===== src/rtl/surfturf_cmd_serializer_pkg.sv =====
`default_nettype none
// ============================================================================
// Module   : surfturf_cmd_serializer_pkg
// Purpose  : Shared command-word layout for the SURF-link command serializer.
//            The RACKBUS_* macros carry the same names and values as the ones
//            in rackbus.vh, which the SURF-side decoder also uses. They are
//            guarded so that whichever definition is seen first is kept.
// Ports    : none (package)
// Revision : 1.0 - initial release
// ============================================================================

`ifndef RACKBUS_RUNCMD_BITS
`define RACKBUS_RUNCMD_BITS 2
`endif
`ifndef RACKBUS_TRIG_BITS
`define RACKBUS_TRIG_BITS 15
`endif
`ifndef RACKBUS_CMD_PARITY
`define RACKBUS_CMD_PARITY 31
`endif
`ifndef RACKBUS_CMD_RUNCMD_LSB
`define RACKBUS_CMD_RUNCMD_LSB 29
`endif
`ifndef RACKBUS_CMD_TRIGV
`define RACKBUS_CMD_TRIGV 28
`endif
`ifndef RACKBUS_CMD_TRIG_LSB
`define RACKBUS_CMD_TRIG_LSB 13
`endif
`ifndef RACKBUS_CMD_FWV
`define RACKBUS_CMD_FWV 12
`endif
`ifndef RACKBUS_CMD_MARK_LSB
`define RACKBUS_CMD_MARK_LSB 10
`endif
`ifndef RACKBUS_CMD_SEQ_LSB
`define RACKBUS_CMD_SEQ_LSB 8
`endif
`ifndef RACKBUS_CMD_FW_LSB
`define RACKBUS_CMD_FW_LSB 0
`endif

package surfturf_cmd_serializer_pkg;

    localparam int c_word_bits = 32;
    localparam int c_seq_bits  = 2;
    localparam int c_mark_bits = 2;
    localparam int c_fw_bits   = 8;

    // Odd parity: the returned bit makes the total count of ones in the
    // full word odd, so an all-zero body still yields a nonzero word.
    function automatic logic odd_parity(input logic [c_word_bits-2:0] body);
        return ~(^body);
    endfunction

endpackage

`default_nettype wire


===== src/rtl/surfturf_cmd_serializer.sv =====
`default_nettype none
// ============================================================================
// Module   : surfturf_cmd_serializer
// Purpose  : Merges at most one item per frame from the fwupdate, mark,
//            run-command and trigger streams into a 32-bit command word with
//            odd parity, and shifts it out MSB-first on a single serial line.
// Ports    :
//   sysclk_i        in   system clock
//   sysclk_rstn_i   in   asynchronous active-low reset
//   fw_tdata/tvalid in   fwupdate byte stream;     fw_tready     out pulse
//   fw_mark_i       in   pending firmware mark levels
//   fw_marked_o     out  pulse when the marks go into a word
//   runcmd_tdata/tvalid  run command stream;       runcmd_tready out pulse
//   trig_tdata/tvalid    trigger stream;           trig_tready   out pulse
//   cmd_o           out  serial command bit
//   cmd_frame_o     out  high while bit 31 of a word is on cmd_o
// Revision : 1.0 - initial release
// ============================================================================

module surfturf_cmd_serializer
    import surfturf_cmd_serializer_pkg::*;
#(
    parameter int FRAME_BITS = 32
) (
    input  logic                            sysclk_i,
    input  logic                            sysclk_rstn_i,
    input  logic [7:0]                      fw_tdata,
    input  logic                            fw_tvalid,
    output logic                            fw_tready,
    input  logic [1:0]                      fw_mark_i,
    output logic                            fw_marked_o,
    input  logic [`RACKBUS_RUNCMD_BITS-1:0] runcmd_tdata,
    input  logic                            runcmd_tvalid,
    output logic                            runcmd_tready,
    input  logic [`RACKBUS_TRIG_BITS-1:0]   trig_tdata,
    input  logic                            trig_tvalid,
    output logic                            trig_tready,
    output logic                            cmd_o,
    output logic                            cmd_frame_o
);

    localparam int                  c_cnt_w    = $clog2(FRAME_BITS);
    // LOAD is the last count of the frame; the pulses are decoded one earlier
    // so they are registered and land exactly on the LOAD cycle.
    localparam logic [c_cnt_w-1:0]  c_cnt_load = c_cnt_w'(FRAME_BITS - 1);
    localparam logic [c_cnt_w-1:0]  c_cnt_pre  = c_cnt_w'(FRAME_BITS - 2);

    logic [c_cnt_w-1:0]     r_cnt;
    logic [c_word_bits-1:0] r_shift;
    logic [c_seq_bits-1:0]  r_seq;
    logic                   r_tready;
    logic                   r_marked;
    logic                   r_frame;

    logic [c_word_bits-2:0] w_body;
    logic [c_word_bits-1:0] w_word;
    logic                   w_load;

    assign w_load = (r_cnt == c_cnt_load);

    // Word assembly. Items only contribute when the handshake completes; the
    // first LOAD after reset has tready low, so it always carries an empty
    // word rather than an item the upstream would never see consumed.
    always_comb begin
        w_body = '0;
        if (r_tready && runcmd_tvalid) begin
            w_body[`RACKBUS_CMD_RUNCMD_LSB +: `RACKBUS_RUNCMD_BITS] = runcmd_tdata;
        end
        if (r_tready && trig_tvalid) begin
            w_body[`RACKBUS_CMD_TRIGV]                          = 1'b1;
            w_body[`RACKBUS_CMD_TRIG_LSB +: `RACKBUS_TRIG_BITS] = trig_tdata;
        end
        if (r_tready && fw_tvalid) begin
            w_body[`RACKBUS_CMD_FWV]                  = 1'b1;
            w_body[`RACKBUS_CMD_FW_LSB +: c_fw_bits]  = fw_tdata;
        end
        if (r_marked) begin
            w_body[`RACKBUS_CMD_MARK_LSB +: c_mark_bits] = fw_mark_i;
        end
        w_body[`RACKBUS_CMD_SEQ_LSB +: c_seq_bits] = r_seq;
    end

    assign w_word = {odd_parity(w_body), w_body};

    // Reset parks the counter on LOAD so the first cycle after release
    // starts a fresh frame; any partially sent word is simply discarded.
    always_ff @(posedge sysclk_i or negedge sysclk_rstn_i) begin
        if (!sysclk_rstn_i) begin
            r_cnt    <= c_cnt_load;
            r_shift  <= '0;
            r_seq    <= '0;
            r_tready <= 1'b0;
            r_marked <= 1'b0;
            r_frame  <= 1'b0;
        end else begin
            r_cnt    <= w_load ? '0 : r_cnt + c_cnt_w'(1);
            r_tready <= (r_cnt == c_cnt_pre);
            r_marked <= (r_cnt == c_cnt_pre) && (fw_mark_i != '0);
            r_frame  <= w_load;
            if (w_load) begin
                r_shift <= w_word;
                r_seq   <= r_seq + c_seq_bits'(1);
            end else begin
                r_shift <= {r_shift[c_word_bits-2:0], 1'b0};
            end
        end
    end

    assign fw_tready     = r_tready;
    assign runcmd_tready = r_tready;
    assign trig_tready   = r_tready;
    assign fw_marked_o   = r_marked;
    assign cmd_o         = r_shift[c_word_bits-1];
    assign cmd_frame_o   = r_frame;

endmodule

`default_nettype wire


===== config.mk =====
export PLATFORM = sky130hd
export DESIGN_NAME = surfturf_cmd_serializer
export DESIGN_NICKNAME = d
export VERILOG_FILES = /design/src/rtl/surfturf_cmd_serializer_pkg.sv /design/src/rtl/surfturf_cmd_serializer.sv
export SDC_FILE = /design/constraint.sdc
export NUM_CORES = 1
export LEC_CHECK = 0
export CAP_MARGIN = 5
export CORE_MARGIN = 4
export CORE_UTILIZATION = 53
export CTS_BUF_LIST = sky130_fd_sc_hd__clkbuf_4 sky130_fd_sc_hd__clkbuf_8
export CTS_CLUSTER_SIZE = 40
export DETAILED_ROUTE_END_ITERATION = 10
export PLACE_DENSITY = 0.82
export SETUP_SLACK_MARGIN = 0.02
export SYNTH_ARGS = -nofsm -noshare
export SYNTH_HDL_FRONTEND = slang
export SYNTH_SLANG_ARGS = --single-unit

===== constraint.sdc =====
create_clock -name sysclk_i -period 2.9 [get_ports sysclk_i]
set_input_delay 0.58 -clock sysclk_i [delete_from_list [all_inputs] [get_ports sysclk_i]]
set_output_delay 0.58 -clock sysclk_i [all_outputs]
set_load 0.01 [all_outputs]

Yosys cells after proc, flatten, opt, wreduce, memory -nomap -nowiden

Cells that the tools add are included.

Flip-flop bits (word level): 42
Output and inout port bits: 6
Word-level logic and storage cells: 24

Add/subtract/negate cells: 2
Equal/unequal tests: 2
Muxes and demuxes: 7
Bitwise operators: 1
Reductions and logical operators: 6

Operator list:

| operator                                                       | count |
|---|---|
| 32-bit two-way mux                                             | 1 |
| 31-bit XOR reduction                                           | 1 |
| 16-bit two-way mux                                             | 1 |
| 5-bit == test (second input constant)                          | 2 |
| 8-bit two-way mux                                              | 1 |
| 5-bit by 1-bit adder with 5-bit output (second input constant) | 1 |
| 5-bit two-way mux                                              | 1 |
| 1-bit logical AND                                              | 4 |
| 2-bit two-way mux                                              | 2 |
| 2-bit by 1-bit adder with 2-bit output (second input constant) | 1 |
| 2-bit nonzero test                                             | 1 |
| 1-bit two-way mux                                              | 1 |
| 1-bit NOT                                                      | 1 |

Depth between registers and ports, before layout

Gate-level depths: netlist (run 1).

Depth after elaboration: 5
Depth in mapped cells: 8
Mapped depth without buffers: 6

Worst setup path before layout (run 1)

No wires, ideal clock.

Kind: register to register
Start point: register r_cnt[0]
End point: register r_shift[31]
Arrival: 2090 ps
Data required time: 2831 ps
Path slack: 741 ps
Stages on the path, launching flop included: 8
Cells stage by stage: dfstp_2 ha_1 and3_1 ha_1 clkbuf_1 clkinv_1 or4_1 nand3_1

Longest elaborated chain between the ends: 2

Ends and longest elaborated chain:

| item                   | line                           | RTL |
|---|---|---|
| from (decl)            | surfturf_cmd_serializer.sv:48  | `logic [c_cnt_w-1:0] r_cnt;` |
| from (signal assigned) | surfturf_cmd_serializer.sv:89  | `r_cnt <= c_cnt_load;` |
| from (signal assigned) | surfturf_cmd_serializer.sv:96  | `r_cnt <= w_load ? '0 : r_cnt + c_cnt_w'(1);` |
| 5-bit == test          | surfturf_cmd_serializer.sv:59  | `assign w_load = (r_cnt == c_cnt_load);` |
| via w_load             | surfturf_cmd_serializer.sv:57  | `logic w_load;` |
| 32-bit two-way mux     | surfturf_cmd_serializer.sv:100 | `if (w_load) begin` |
| to (signal assigned)   | surfturf_cmd_serializer.sv:101 | `r_shift <= w_word;` |
| to (signal assigned)   | surfturf_cmd_serializer.sv:104 | `r_shift <= {r_shift[c_word_bits-2:0], 1'b0};` |
| to (decl)              | surfturf_cmd_serializer.sv:49  | `logic [c_word_bits-1:0] r_shift;` |

The timed path passes the listed nets, and every way through them passes these cells.
A chain may end at the register's enable or synchronous reset.

Worst setup path in the final report (run 1)

Start point: input port trig_tdata[10]
End point: register r_shift[31]

Longest elaborated chain between the ends: 4

Ends and longest elaborated chain:

| item                 | line                              | RTL |
|---|---|---|
| from (decl)          | surfturf_cmd_serializer.sv:35     | `` input logic [`RACKBUS_TRIG_BITS-1:0] trig_tdata, `` |
| 16-bit two-way mux   | surfturf_cmd_serializer.sv:69     | `if (r_tready && trig_tvalid) begin` |
| 31-bit XOR reduction | surfturf_cmd_serializer_pkg.sv:53 | `return ~(^body);` |
| 1-bit NOT            | surfturf_cmd_serializer_pkg.sv:53 |  |
| 32-bit two-way mux   | surfturf_cmd_serializer.sv:100    |  |

No other way between the ends.

==> flow_metrics.py, run 1 <==
metrics = {
    "outcome": {
        "status": "finished clean",
    },
    "route": {
        "firstDrtPassIters": 4,
        "highest_layer": "met4",
        "wl_met3_um": 204,
        "wire_per_inst_um": 15.8,
        "dr_wl_met2_um": 1870,
        "vias": 1282,
        "drc": 0,
        "final_antenna_net_count": 0,
        "viasPerCell": 5.43,
        "routedLengthMet1_um": 1580,
        "drt_iter0_drc": 100,
        "wl_um": 3740,
    },
    "clocking": {
        "postCtsSetupRepairBufs": 0,
        "clkTransAtPathRegs_ns": 0.11,
        "clk_latency_ns": 0.35,
        "cts_buffers": 5,
        "cts_resized": 0,
        "holdBufCountCts": 0,
        "cts_root_buf": "clkbuf_4",
        "cts_tree": "built",
        "clock-sinks": 42,
        "cts.htree.levels": 2,
        "clock_path_buffers": 2,
    },
    "power_and_ir_drop": {
        "p_clk_share_pct": 30.4,
        "worst_ir_drop_vdd_uv": 306,
        "p_sw_mw": 0.227,
        "p_sw_share_pct": 22.0,
        "comb_power_share_pct": 11.5,
        "power_mw": 1.03,
        "p_per_area_mw_per_mm2": 441,
        "leakagePower_nw": 1.08,
        "intPower_mw": 0.802,
        "pwr-share-seq_pct": 58.1,
    },
    "timing": {
        "finalMaxSlewViolations": 0,
        "setup_viol": 0,
        "finalHoldViolCount": 0,
        "fin_crit_sh_pct": 78.9,
        "finalClockSkew_ns": 0.00772,
        "rsz0062_at_grt": "no",
        "worst_slew_pin_slew_ns": 0.894,
        "setup-tns-final_ns": 0,
        "slew_headroom_pct": 40.4,
        "fmax_mhz": 437,
        "fin_crit_ns": 2.29,
    },
    "grt": {
        "antenna_found_initial": 0,
        "grt_pass1_wl_um": 6180,
        "overflow": 0,
        "grt_util_all_layers_pct": 18.8,
        "grt_max_degree": 43,
        "grt_pass1_vias": 1407,
    },
    "yosys": {
        "synth_area_per_cell_um2": 12.3,
        "synth_top_family_by_area": "compound AO/OA/AOI/OAI gates",
        "synthXorXnorAreaFrac_pct": 13.3,
        "synth_seq_area_share_pct": 56.1,
        "synthTopCellsByArea": "dfrtp_1 49%, a22o_1 10%, dfstp_2 7.0%",
        "ys_ff_latch": 42,
        "synth-edff-count": 0,
        "synth.cell_area_mm2": 0.00188,
        "syn_inst": 153,
        "synth_fa_ha_area_share_pct": 1.99,
        "synth.distinct_cells": 31,
        "syn_nets": 188,
        "synthMuxAreaShare_pct": 1.13,
        "synth_simple_gate_area_share_pct": 8.57,
        "synth_compound_area_share_pct": 14.3,
        "synth_area_leader_cell": "dfrtp_1",
        "async_flop_share_pct": 100,
        "synth_flop_cell": "dfrtp_1",
        "yosysWarningCount": 0,
        "synth_top_area_share_pct": 49.1,
    },
    "worst_setup_path": {
        "r2r-start": "fw_tready",
        "worstPathMaxFanout": 2,
        "critPathSlowestCell": "clkdlybuf4s50_1",
        "worst-setup-path-type": "in -> reg",
        "slowest_delay_ns": 0.50,
        "critPathArrivalTime_ns": 2.59,
        "crit_path_start_kind": "primary input",
        "cp_num_buf_inv": 1,
        "required_ns": 3.20,
        "worstPathCellList": "clkdlybuf4s50_1 > xor2_1 > xnor3_1 > mux2i_1 > and4_1 > or4_1 > nand3_1",
        "crit_path_end_kind": "register",
        "crit_family": "simple AND/OR/NAND/NOR gates",
        "startpoint": "trig_tdata[10]",
    },
    "placement": {
        "portBuffers": 37,
        "dpl.hpwl_um": 2730,
        "place.gp.congestion": 0.747,
    },
    "finish": {
        "drive_gt1_share_pct": 8.95,
        "final_common_cell": "dfrtp_1",
        "antennaDiodeCount": 0,
        "nets": 224,
        "syn2layout_area_growth_pct": 23.8,
        "layout_common_cells": "37 x dfrtp_1, 36 x clkdlybuf4s50_1, 22 x a22o_1",
    },
    "floorplan": {
        "initial_core_util_pct": 55.6,
        "dieArea_mm2": 0.00457,
        "core_mm2": 0.00339,
        "floorplan.rows": 21,
        "die_x_um": 67.6,
        "ios": 38,
        "die_y_um": 67.6,
    },
    "run": {
        "drv_cap": 0,
    },
    "worst_hold_path": {
        "hold_class": "in -> async",
    },
}
## layout make-up
| class | count | area, um2 |
|---|---|---|
| Fill cell | 255 | 1060 |
| Timing Repair Buffer | 39 | 380 |
| Clock buffer | 8 | 66.3 |
| Multi-Input combinational cell | 93 | 741 |
| Inverter | 8 | 30.0 |
| Sequential cell | 42 | 1060 |
| Tap cell | 46 | 57.6 |
## Yosys cell counts, types with 2 or more instances
cell      instances
buf_4             3
xnor2_1          11
ha_1              3
xnor3_1           3
nand2_1           6
a22o_1           22
nand3_1          10
a21o_1            2
clkbuf_1          6
inv_1             7
and4_1            2
dfrtp_1          37
xor2_1           10
o21ai_0           5
dfstp_2           5
and3_1            4
nor2_1            3
## through the flow
| step | setup WS, ns | hold WS [ns] | util, % | cells | cell area (um2) |
|---|---|---|---|---|---|
| 2_1_floorplan | 0.741 | 0.284 | - | 153 | 1880 |
| 3_3_place_gp | 0.293 | 0.444 | 66.9 | 228 | 2270 |
| 3_5_place_dp | 0.235 | 0.446 | 66.9 | 228 | 2270 |
| 4_1_cts | 0.593 | 0.364 | 68.8 | 236 | 2330 |
| 5_1_grt | 0.498 | 0.408 | 68.8 | 236 | 2330 |
| 6_report | 0.611 | 0.339 | 68.8 | 236 | 2330 |
## layer usage
| metal | GRT usage [%] | vias to the layer above |
|---|---|---|
| li1 | - | 609 |
| met1 | 22.0 | 632 |
| met2 | 31.8 | 31 |
| met3 | 4.99 | 10 |
| met4 | 8.86 | 0 |
| met5 | 0 | - |
## sequential cells by signal (all words and copies together), names as in the netlist
signal       cells
r_shift         32
r_cnt            5
r_seq            2
cmd_frame_o      1
fw_marked_o      1
fw_tready        1
## power by group through the flow
stage	logic (mW)	registers (mW)	clock network [mW]
after global routing	0.128	0.599	0.346
after floorplan	0.0449	0.609	0
after CTS	0.120	0.598	0.321
after detailed placement	0.119	0.609	0
final	0.118	0.598	0.313
after global placement	0.114	0.609	0
## worst paths after layout
check	end	cells past startpoint	slack, ns
setup / recovery	r_shift[31]	7	0.61
hold / removal	r_shift[24]	1	0.34
setup reg to reg	r_shift[31]	6	0.73
hold reg to reg	r_shift[28]	1	0.47
max in group asynchronous	r_shift[14]	1	2.01
min in group sysclk_i	r_shift[28]	1	0.47
## kinds of logic (layout without fill, tap and decap cells)
logic type,after synthesis,after routing
fa+ha+maj,3,3
simple gates,30,30
flops,42,42
xor+xnor,24,24
buf+inv,18,55
compound gates,34,34
mux,2,2
Note: power is estimated with default switching activity, not from simulation.
==> run 2: changes to the inputs <==
Settings changed: CORE_UTILIZATION 53 to 48, PLACE_DENSITY 0.82 to 0.78.
Clock period 2.9 ns to 1.9 ns, I/O delays scaled along.
==> run 2 against run 1 <==
The run now ends with negative setup slack left. Count of clock-buffer cells in the layout is 1 lower. Register-to-register slack worse by 0.75 ns. Sequential cell count stayed put. Utilization is 3.2 points higher. Power is 66% higher. Critical endpoint unchanged. Highest routed layer unchanged.
==> flow_metrics.py, run 2 (synthesized netlist as in run 1, its figures left out) <==
metrics = {
    "outcome": {
        "status": "finished, violations left",
        "violations": "negative setup slack",
    },
    "worst_setup_path": {
        "crit_path_start_kind": "register",
        "crit_path_end_kind": "register",
        "critPathArrivalTime_ns": 2.16,
        "worstPathMaxFanout": 7,
        "worst-setup-path-type": "reg -> reg",
        "required_ns": 2.14,
    },
    "floorplan": {
        "initial_core_util_pct": 50.7,
        "ios": 38,
        "die_y_um": 70.7,
        "dieArea_mm2": 0.00499,
        "die_x_um": 70.7,
        "core_mm2": 0.00372,
        "floorplan.rows": 22,
    },
    "route": {
        "final_antenna_net_count": 0,
        "firstDrtPassIters": 6,
        "viasPerCell": 5.36,
        "wl_um": 4110,
        "vias": 1384,
        "drc": 0,
        "wire_per_inst_um": 15.9,
        "drt_iter0_drc": 50,
    },
    "timing": {
        "fmax_mhz": 521,
        "finalWorstSetupSlack_ns": -0.0211,
        "fin_crit_ns": 1.92,
        "slew_headroom_pct": 67.5,
        "rsz0062_at_grt": "yes",
        "fin_crit_sh_pct": 101,
        "setup-tns-final_ns": -0.0211,
        "finalClockSkew_ns": 0.00734,
        "whs_ns": 0.0346,
        "worst_slew_pin_slew_ns": 0.487,
        "finalMaxSlewViolations": 0,
        "finalHoldViolCount": 0,
        "setup_viol": 1,
    },
    "grt": {
        "overflow": 0,
        "antenna_found_initial": 0,
        "grt_util_all_layers_pct": 17.6,
        "grt_pass1_vias": 1409,
        "grt_max_degree": 28,
        "grt_pass1_wl_um": 6820,
    },
    "power_and_ir_drop": {
        "leakagePower_nw": 1.45,
        "p_per_area_mw_per_mm2": 640,
        "worst_ir_drop_vdd_uv": 510,
    },
    "clocking": {
        "clkTransAtPathRegs_ns": 0.08,
        "cts_tree": "built",
        "clock-sinks": 42,
        "cts_root_buf": "clkbuf_8",
        "clock_path_buffers": 2,
        "clk_latency_ns": 0.30,
        "cts_buffers": 5,
        "cts.htree.levels": 2,
    },
    "finish": {
        "largestRegisters": "r_shift (32), r_cnt (5), r_seq (2)",
        "antennaDiodeCount": 0,
        "layout_common_cells": "36 x dfrtp_1, 22 x a22o_1, 19 x buf_4",
        "final_common_cell": "dfrtp_1",
        "finalNonFillerCells": 258,
        "top_register": "r_shift",
        "postLayoutCoreUtil_pct": 72.0,
        "drive_gt1_share_pct": 25.7,
        "syn2layout_area_growth_pct": 42.0,
        "largest_reg_flops": 32,
        "nets": 244,
    },
    "placement": {
        "portBuffers": 37,
        "dp.cells": 245,
        "place.gp.congestion": 0.777,
        "dpl.hpwl_um": 2900,
    },
    "run": {
        "drv_cap": 0,
    },
    "worst_hold_path": {
        "hold_class": "in -> async",
    },
}
-- run 2: metal layers --
metal / track usage [%] / vias up / routed length [um]
li1: - / 647 / -
met3: 5.11 / 8 / 194
met2: 31.0 / 35 / 2160
met4: 6.26 / 0 / 85
met1: 20.4 / 694 / 1680
met5: 0 / - / 0
-- run 2: power breakdown --
part           total (mW)  switching [mW]  internal (mW)  leakage (nW)
Clock               0.597           0.290          0.307        0.0517
Combinational       0.203          0.0877          0.115         0.851
Sequential          0.913         0.00456          0.908         0.546
-- run 2: path summary, 6_finish.rpt --
| path | startpoint | end | slack, ns | cells past startpoint |
|---|---|---|---|---|
| max | fw_tready | r_shift[31] | -0.02 | 6 |
| min | sysclk_rstn_i | r_shift[30] | 0.03 | 1 |
| max reg2reg | fw_tready | r_shift[31] | -0.02 | 6 |
| min reg2reg | r_shift[11] | r_shift[12] | 0.46 | 1 |
| max in group asynchronous | sysclk_rstn_i | r_cnt[0] | 1.31 | 2 |
| min in group sysclk_i | trig_tdata[12] | r_shift[25] | 0.37 | 2 |
-- run 2: through the flow --
| step | worst slack, ns | instance area, um2 | total power [mW] |
|---|---|---|---|
| finish | -0.0211 | 2680 | 1.71 |
| global placement | -0.507 | 2400 | 1.12 |
| floorplan | -0.00565 | 1900 | 0.997 |
| global route | -0.106 | 2680 | 1.78 |
| detailed placement | -0.611 | 2400 | 1.12 |
| CTS | -0.134 | 2520 | 1.72 |
-- run 2: area by class of cell --
cell class / instances / area [um2]
clock buffer: 7 / 90.1
clock inverter: 1 / 5.00
fill: 248 / 1040
inverter: 8 / 35.0
multi-input combinational: 93 / 846
sequential: 42 / 1060
tap: 48 / 60.1
timing repair buffer: 59 / 582
-- run 2: worst max-delay path, stage by stage, from the launching register on --
cell	delay (ns)
dfrtp_2	0.45
buf_6	0.13
nand3_4	0.07
xnor2_2	0.17
xnor3_1	0.43
or4_1	0.51
nand3_1	0.10
-- run 2: timing repair --
| action | CTS | global route |
|---|---|---|
| buffers inserted | 1 | 4 |
| endpoints found under the hold margin | 0 | 0 |
| hold buffers | 0 | 0 |
| endpoints found under the setup margin | 10 | 25 |
| resized for setup | 20 | 33 |
| pin swaps | 18 | 19 |
